===== src/rtl/color_select_ctrl.sv =====
// Player-side controller: debounces the board buttons, moves the color cursor, and drives the
// color-change and new-game handshakes toward the flood-fill engine while counting moves.
module color_select_ctrl #(
    parameter int unsigned DEBOUNCE_CYCLES = 4,
    parameter int unsigned MAX_MOVES       = 25
) (
    input  logic       CLOCK,
    input  logic       RESET,
    input  logic       BTN_LEFT,
    input  logic       BTN_RIGHT,
    input  logic       BTN_SELECT,
    input  logic       BTN_NEW,
    input  logic [3:0] COLOR_NUM,
    output logic [2:0] CURSOR_COLOR,
    output logic [2:0] COLOR_SELECTED,
    output logic       COLOR_SEL_SIG,
    input  logic       CHANGING_COLOR,
    output logic       START_NEW_GAME,
    input  logic       STARTED_GAME,
    output logic [5:0] MOVE_COUNT,
    output logic       OUT_OF_MOVES,
    output logic       GAME_ACTIVE,
    output logic       BUSY
);

    localparam int unsigned CNT_W = (DEBOUNCE_CYCLES > 1) ? $clog2(DEBOUNCE_CYCLES) : 1;

    typedef enum logic [2:0] {
        StIdle,
        StNgReq,
        StNgRel,
        StSelReq,
        StSelWait
    } state_t;

    // Button bit order: 0 left, 1 right, 2 select, 3 new.
    logic [3:0]            btn_raw;
    logic [3:0]            sync1_q, sync2_q;
    logic [3:0]            deb_q, deb_d, deb_dly_q;
    logic [3:0]            press_q;
    logic [3:0][CNT_W-1:0] cnt_q, cnt_d;

    logic       press_left, press_right, press_sel, press_new;
    logic [3:0] color_n;
    logic [2:0] cursor_d;

    state_t     state_q, state_d;
    logic       pending_q, pending_d;
    logic [2:0] color_sel_d;
    logic [5:0] move_d;
    logic       active_d;
    logic       sel_sig_d;
    logic       start_d;

    assign btn_raw     = {BTN_NEW, BTN_SELECT, BTN_RIGHT, BTN_LEFT};
    assign press_left  = press_q[0];
    assign press_right = press_q[1];
    assign press_sel   = press_q[2];
    assign press_new   = press_q[3];

    always_comb begin
        deb_d = deb_q;
        cnt_d = '0;
        for (int i = 0; i < 4; i++) begin
            if (sync2_q[i] != deb_q[i]) begin
                if (cnt_q[i] == CNT_W'(DEBOUNCE_CYCLES - 1)) begin
                    deb_d[i] = sync2_q[i];
                end else begin
                    cnt_d[i] = cnt_q[i] + 1'b1;
                end
            end
        end
    end

    always_ff @(posedge CLOCK or posedge RESET) begin
        if (RESET) begin
            sync1_q   <= '0;
            sync2_q   <= '0;
            deb_q     <= '0;
            deb_dly_q <= '0;
            press_q   <= '0;
            cnt_q     <= '0;
        end else begin
            sync1_q   <= btn_raw;
            sync2_q   <= sync1_q;
            deb_q     <= deb_d;
            deb_dly_q <= deb_q;
            press_q   <= deb_q & ~deb_dly_q;
            cnt_q     <= cnt_d;
        end
    end

    always_comb begin
        if (COLOR_NUM < 4'd2) begin
            color_n = 4'd2;
        end else if (COLOR_NUM > 4'd8) begin
            color_n = 4'd8;
        end else begin
            color_n = COLOR_NUM;
        end
    end

    always_comb begin
        cursor_d = CURSOR_COLOR;
        if ({1'b0, CURSOR_COLOR} >= color_n) begin
            // Palette shrank under the cursor.
            cursor_d = '0;
        end else if (press_left && !press_right) begin
            cursor_d = (CURSOR_COLOR == 3'd0) ? 3'(color_n - 4'd1) : CURSOR_COLOR - 3'd1;
        end else if (press_right && !press_left) begin
            cursor_d = ({1'b0, CURSOR_COLOR} == color_n - 4'd1) ? 3'd0 : CURSOR_COLOR + 3'd1;
        end
    end

    assign OUT_OF_MOVES = (MOVE_COUNT >= 6'(MAX_MOVES));
    assign BUSY         = (state_q != StIdle);

    always_comb begin
        state_d     = state_q;
        pending_d   = pending_q;
        color_sel_d = COLOR_SELECTED;
        move_d      = MOVE_COUNT;
        active_d    = GAME_ACTIVE;
        if (press_new && state_q != StIdle) begin
            pending_d = 1'b1;
        end
        case (state_q)
            StIdle: begin
                if (press_new || pending_q) begin
                    state_d   = StNgReq;
                    pending_d = 1'b0;
                end else if (press_sel && GAME_ACTIVE && !OUT_OF_MOVES) begin
                    color_sel_d = CURSOR_COLOR;
                    state_d     = StSelReq;
                end
            end
            StNgReq: begin
                if (STARTED_GAME) begin
                    state_d  = StNgRel;
                    move_d   = '0;
                    active_d = 1'b1;
                end
            end
            StNgRel: begin
                if (!STARTED_GAME) begin
                    state_d = StIdle;
                end
            end
            StSelReq: begin
                if (CHANGING_COLOR) begin
                    state_d = StSelWait;
                end
            end
            StSelWait: begin
                if (!CHANGING_COLOR) begin
                    state_d = StIdle;
                    if (MOVE_COUNT != 6'd63) begin
                        move_d = MOVE_COUNT + 6'd1;
                    end
                end
            end
            default: state_d = StIdle;
        endcase
        // Request lines follow the next state so they are registered yet never lag it.
        sel_sig_d = (state_d == StSelReq);
        start_d   = (state_d == StNgReq);
    end

    always_ff @(posedge CLOCK or posedge RESET) begin
        if (RESET) begin
            state_q        <= StIdle;
            pending_q      <= 1'b0;
            CURSOR_COLOR   <= '0;
            COLOR_SELECTED <= '0;
            COLOR_SEL_SIG  <= 1'b0;
            START_NEW_GAME <= 1'b0;
            MOVE_COUNT     <= '0;
            GAME_ACTIVE    <= 1'b0;
        end else begin
            state_q        <= state_d;
            pending_q      <= pending_d;
            CURSOR_COLOR   <= cursor_d;
            COLOR_SELECTED <= color_sel_d;
            COLOR_SEL_SIG  <= sel_sig_d;
            START_NEW_GAME <= start_d;
            MOVE_COUNT     <= move_d;
            GAME_ACTIVE    <= active_d;
        end
    end

endmodule

===== config.mk =====
export PLATFORM = sky130hd
export DESIGN_NAME = color_select_ctrl
export DESIGN_NICKNAME = d
export VERILOG_FILES = /design/src/rtl/color_select_ctrl.sv
export SDC_FILE = /design/constraint.sdc
export NUM_CORES = 1
export LEC_CHECK = 0
export BUFFER_PORTS_ARGS = -buffer_cell sky130_fd_sc_hd__buf_4
export CORE_UTILIZATION = 40
export CTS_BUF_LIST = sky130_fd_sc_hd__clkbuf_16
export DETAILED_ROUTE_END_ITERATION = 16
export MAX_ROUTING_LAYER = met4
export PLACE_DENSITY = 0.67
export SLEW_MARGIN = 20
export SYNTH_ARGS = -nofsm -noshare
export SYNTH_HDL_FRONTEND = slang
export SYNTH_SLANG_ARGS = --single-unit
export TNS_END_PERCENT = 100

===== constraint.sdc =====
create_clock -name CLOCK -period 3.05 [get_ports CLOCK]
set_input_delay 0.305 -clock CLOCK [delete_from_list [all_inputs] [get_ports CLOCK]]
set_output_delay 0.305 -clock CLOCK [all_outputs]
set_load 0.02 [all_outputs]

Word-level counts from Yosys, hierarchy flattened
Cells that the tools add are included.
W data, S select, Z words.

word-level totals
  memories = 0
  output and inout bits = 17
  bits in writable memories = 0
  register bits after elaboration = 47
  input bits = 12
  latch bits = 0
  memory bits (read-only) = 0
  word-level logic and storage cells = 104

cells by class
  multiplexer cells = 29
  equal/unequal tests = 19
  $lt $le $gt $ge = 4
  multipliers = 0
  shift operators = 0
  add/sub/neg operators = 8
  bitwise operators = 3
  divide/modulo/power cells = 0
  reduce and logical (&&, ||, !) cells = 21

operators with widths
  operator               count
  $mux W3                11
  $mux W6                3
  $mux W2                8
  $pmux W3 S5            1
  $pmux W6 S2            1
  $reduce_and A2 Y1      5
  $eq A3 B2 Y1 const B   3
  $add A2 B1 Y2 const B  4
  $eq A2 B2 Y1 const B   4
  $mux W4                2
  $add A6 B1 Y6 const B  1
  $eq A3 B1 Y1 const B   2
  $ge A6 B5 Y1 const B   1
  $logic_not A3 Y1       2
  $ne A2 B2 Y1 const B   3
  $ne A6 B6 Y1 const B   1
  $reduce_bool A3 Y1     2
  $logic_and A1 B1 Y1    5
  $and A4 B4 Y4          1
  $eq A3 B4 Y1           1
  $ge A3 B4 Y1           1
  $gt A4 B4 Y1 const B   1
  $lt A4 B2 Y1 const B   1
  $ne A1 B1 Y1           4
  12 further kinds       16

Depth between registers and ports, before layout
  depth in word-level cells = 9
  gate-level depth with buffers = 9

Least setup slack after synthesis
OpenSTA, ideal clock, no wires.

  path type = register to register
  start point = register MOVE_COUNT[1]
  end point = register COLOR_SELECTED[2]
  setup slack = 1.160 ns
  stages on the path, launching flop included = 7
  arrival time = 1.765 ns
  setup time = 0.125 ns
  period minus slack after synthesis = 1.890 ns
  path through = dfrtp_1 inv_1 ha_1 or3b_4 a31oi_4 nand3_4 mux2_4

on the way
  cells in the longest elaborated chain, start to end = 4

RTL lines
  item                         RTL line  text
  from (decl)                  20        output logic [5:0] MOVE_COUNT,
  from (signal assigned)       186       MOVE_COUNT <= move_d;
  $ge A6 B5 Y1                 115       assign OUT_OF_MOVES = (MOVE_COUNT >= 6'(MAX_MOVES));
  $logic_not A1 Y1             132       end else if (press_sel && GAME_ACTIVE && !OUT_OF_MOVES) begin
  $logic_and A1 B1 Y1          132
  $reduce_and A3 Y1 (no line)  --
  to (signal assigned)         183       COLOR_SELECTED <= color_sel_d;
  to (decl)                    15        output logic [2:0] COLOR_SELECTED,

Every way passes these cells.
A chain may end at the register's enable or synchronous reset.

Worst setup path in the final report
  start point = register MOVE_COUNT[1]
  end point = output port OUT_OF_MOVES

on the way
  cells in the longest elaborated chain, start to end = 1

RTL lines
  item          RTL line  text
  $ge A6 B5 Y1  115
  to (decl)     21        output logic OUT_OF_MOVES,

Every way passes these cells.

==> results.txt <==
----------------------------------------------------
[Floorplan]
  DIE HEIGHT ... 76.52 um
  Effective utilization at floorplan ... 0.4240
  Cell Rows ... 26
  Area of the core ... 0.005238 mm^2
  Die span in x ... 76.52 um
  Boundary pin count ... 29
  Die footprint ... 0.005855 mm^2

[Min path]
  Class of the most critical hold timing path ... in2reg
  Worst Hold End ... sync1_q[2]
  Worst hold path stage count ... 1
  Hold Startpoint ... BTN_SELECT

[Clock network]
  Number of hold-repair buffers added at the cts stage ... 0
  Largest buffer count on any clock path ... 2
  Number of resized instances in the post-cts repair step ... 0
  CTS tree ... yes
  H-Tree Level Count ... 2
  TritonCTS Buffers ... 5
  CTS sink cnt ... 47
  Clock transition at the registers of the reported paths ... 0.06 ns
  Cell at the root of the clock tree ... clkbuf_16
  Clock Latency Late Sink ... 0.28 ns
  Buffer count from post-CTS setup fixing ... 0

[Detailed routing]
  ANT nets after route ... 0
  Remaining routing DRC violations ... 0
  Average wire per standard cell ... 11.58 um
  Iter 0 DRT Violations ... 64
  Via count ... 1435
  Met2 routed WL ... 1585 um
  Pre-antenna DRT Iters ... 4
  DRT met1 WL ... 1669 um
  Routed wire length ... 3382 um
  Highest metal used ... met4
  Routed met3 length ... 108 um
  Via density per instance ... 4.914

[Synth]
  Sequential share of the synthesized area ... 0.5296
  Cell types occupying the most area after synthesis ... dfrtp_1 53%, ha_1 7.9%, xnor2_1 3.5%
  Number of enable flip-flop cells after synthesis ... 0
  Post-synthesis cell area ... 0.002221 mm^2
  Number of nets produced by synthesis ... 216
  Synthesized instance count ... 190
  Dominant register cell in the synthesized netlist ... dfrtp_1
  Share of synthesized registers carrying an async set or reset ... 1.000
  Synth top area share ... 0.5296
  Yosys top cell by area ... dfrtp_1
  Number of warnings reported in the yosys synthesis log ... 0
  Syn avg cell area ... 11.69 um^2
  Synthesized flop and latch total ... 47
  Netlist cell types ... 42

[STA]
  RSZ-0062 raised after global routing ... false
  Final clock period utilization by the worst path ... 0.6898
  Setup TNS after final layout ... 0 ns
  Worst-case hold slack ... 0.1288 ns
  Headroom to the max-slew limit ... 0.3829
  Setup violations, final ... 0
  Maximum achievable frequency ... 475.3 MHz
  Max-slew violation total from the final report ... 0
  Transition time at the pin with the least slew margin ... 0.9243 ns
  Minimum period implied by the final worst setup slack ... 2.104 ns
  Final-report hold violation count ... 0
  Largest clock skew in the final design ... 0.004921 ns

[Power and ir drop]
  Static Leakage ... 1.218 nW
  Part of the total power dissipated in the clock network ... 0.245
  Switching Share ... 0.3382
  Flop pwr share ... 0.405
  Power density over the cells ... 933.9 mW/mm^2
  Net switching power ... 841.7 uW
  Combinational group share of total power ... 0.350
  P_int ... 1.647 mW
  Worst voltage drop across the vdd grid ... 0.4274 mV

[Layout]
  Layout overhead on the synthesized area ... 20.00%
  Antenna cells ... 0
  Share of cells above drive strength 1 ... 0.2297
  Final net count ... 247
  Final Non-Filler Cells ... 292
  Layout filler cell count ... 470

[Placed design]
  HPWL Detailed ... 2438 um
  GPL Wtd Cong ... 0.7935
  Port-buffer cells ... 28
  Number of placed cells counting well taps ... 284

[Critical path]
  Minimum setup slack among reg-to-reg paths ... 1.18 ns
  Worst path arrival time ... 1.80 ns
  Worst Setup End Kind ... output pin
  Maximum fanout along the worst path ... 5
  Nature of the critical path startpoint ... flip-flop
  R2r endpoint ... COLOR_SELECTED[2]
  Critical Path RT ... 2.74 ns
  RR Startpoint ... MOVE_COUNT[1]
  Category of the most critical setup path ... reg2out
  Depth of the worst register-to-register path ... 6

[Global routing]
  Total global-route track usage ... 0.1306
  Initial antenna violation count ... 0
  Global route overflow ... 0
  Via count of the first global-routing pass ... 1324
  Largest net degree at the start of global routing ... 48
  Wire length of the first global-routing pass ... 5996 um

[Run status]
  Status ... completed

[Run]
  Max capacitance violation total ... 0

----------------------------------------------------
worst max-delay path, stage by stage, from the launching register on:
cell,delay (ns)
dfrtp_1,0.42
inv_1,0.08
ha_1,0.18
or3b_4,0.38
a31oi_4,0.25
inv_1,0.06
buf_4,0.15
cell usage after synthesis, types with 3 or more instances:
| master | count |
|---|---|
| a21oi_1 | 8 |
| nand3_1 | 3 |
| ha_1 | 14 |
| nor3_1 | 11 |
| o21ai_0 | 9 |
| nor2b_1 | 11 |
| nand2b_1 | 5 |
| nor2_1 | 12 |
| mux2_2 | 5 |
| nand2_1 | 9 |
| xnor2_1 | 9 |
| dfrtp_1 | 47 |
| inv_1 | 9 |
cell type report:
type,instances,area [um^2],share of cell area
clock inverters,3,46.29,0.01737
inverters,9,33.78,0.01268
well taps,70,87.58,0.03286
flip-flops and latches,47,1176,0.4413
multi-input cells,130,985.9,0.3700
clock buffers,5,125.1,0.04695
repair buffers,28,210.2,0.07887
routing by layer:
layer / global-route usage / vias to the layer above
met2: 0.2009 / 21
met1: 0.1707 / 690
met5: - / -
met3: 0.03114 / 2
met4: 0.04038 / 0
li1: - / 722
cells by family after synthesis:
group / share of synthesized area
fa+ha+maj: 0.07887
buf+inv: 0.02647
simple gates: 0.1617
flops: 0.5296
compound gates: 0.1082
xor+xnor: 0.05409
mux: 0.04112
power by group through the flow:
stage | Combinational (mW) | Clock, mW | Sequential [mW]
floorplan | 0.652 | 0 | 1.02
global placement | 0.863 | 0 | 1.02
detailed placement | 0.877 | 0 | 1.02
CTS | 0.883 | 0.633 | 1.01
global route | 0.983 | 0.653 | 1.04
finish | 0.872 | 0.610 | 1.01
cells in the final DEF, fill, tap and decap left out, types with 2 or more instances in the layout:
cell type and count:
dfrtp_1 47, buf_4 28, ha_1 14, nor2_1 12, nor3_1 11, nor2b_1 11, xnor2_1 9, o21ai_0 9
nand2_1 9, a21oi_1 8, inv_1 8, nand2b_1 5, mux2_2 5, clkbuf_16 5, nand3_1 3, mux2i_1 2
nor3b_1 2, nand3b_1 2, a31oi_1 2, a221oi_1 2, xor2_1 2, and3_1 2, o21ai_2 2, a22o_1 2
metrics by stage:
| stage | cell area [um^2] | total power, mW | util | worst slack [ns] |
|---|---|---|---|---|
| floorplan | 2221 | 1.668 | - | 1.160 |
| global placement | 2494 | 1.879 | 0.4761 | 0.9571 |
| detailed placement | 2494 | 1.898 | 0.4761 | 0.8805 |
| CTS | 2665 | 2.526 | 0.5088 | 0.9271 |
| global route | 2665 | 2.680 | 0.5088 | 0.8597 |
| finish | 2665 | 2.489 | 0.5088 | 0.9460 |
state kept, by name (all words and copies together) (netlist names):
signal	flops
cnt_q	8
MOVE_COUNT	6
deb_dly_q	4
deb_q	4
press_q	4
sync1_q	4
sync2_q	4
COLOR_SELECTED	3
CURSOR_COLOR	3
state_q	3
COLOR_SEL_SIG	1
GAME_ACTIVE	1
START_NEW_GAME	1
pending_q	1
worst max path at each step:
stage,endpoint,cells after the start,slack [ns],startpoint
6_report,OUT_OF_MOVES,6,0.95,MOVE_COUNT[1]
3_5_place_dp,CURSOR_COLOR[0],8,0.88,COLOR_NUM[3]
4_1_cts,OUT_OF_MOVES,6,0.93,MOVE_COUNT[1]
5_1_grt,OUT_OF_MOVES,6,0.86,MOVE_COUNT[0]
3_3_place_gp,CURSOR_COLOR[0],8,0.96,COLOR_NUM[3]
2_1_floorplan,COLOR_SELECTED[2],6,1.16,MOVE_COUNT[1]
Note: power is estimated with default switching activity, not from simulation.
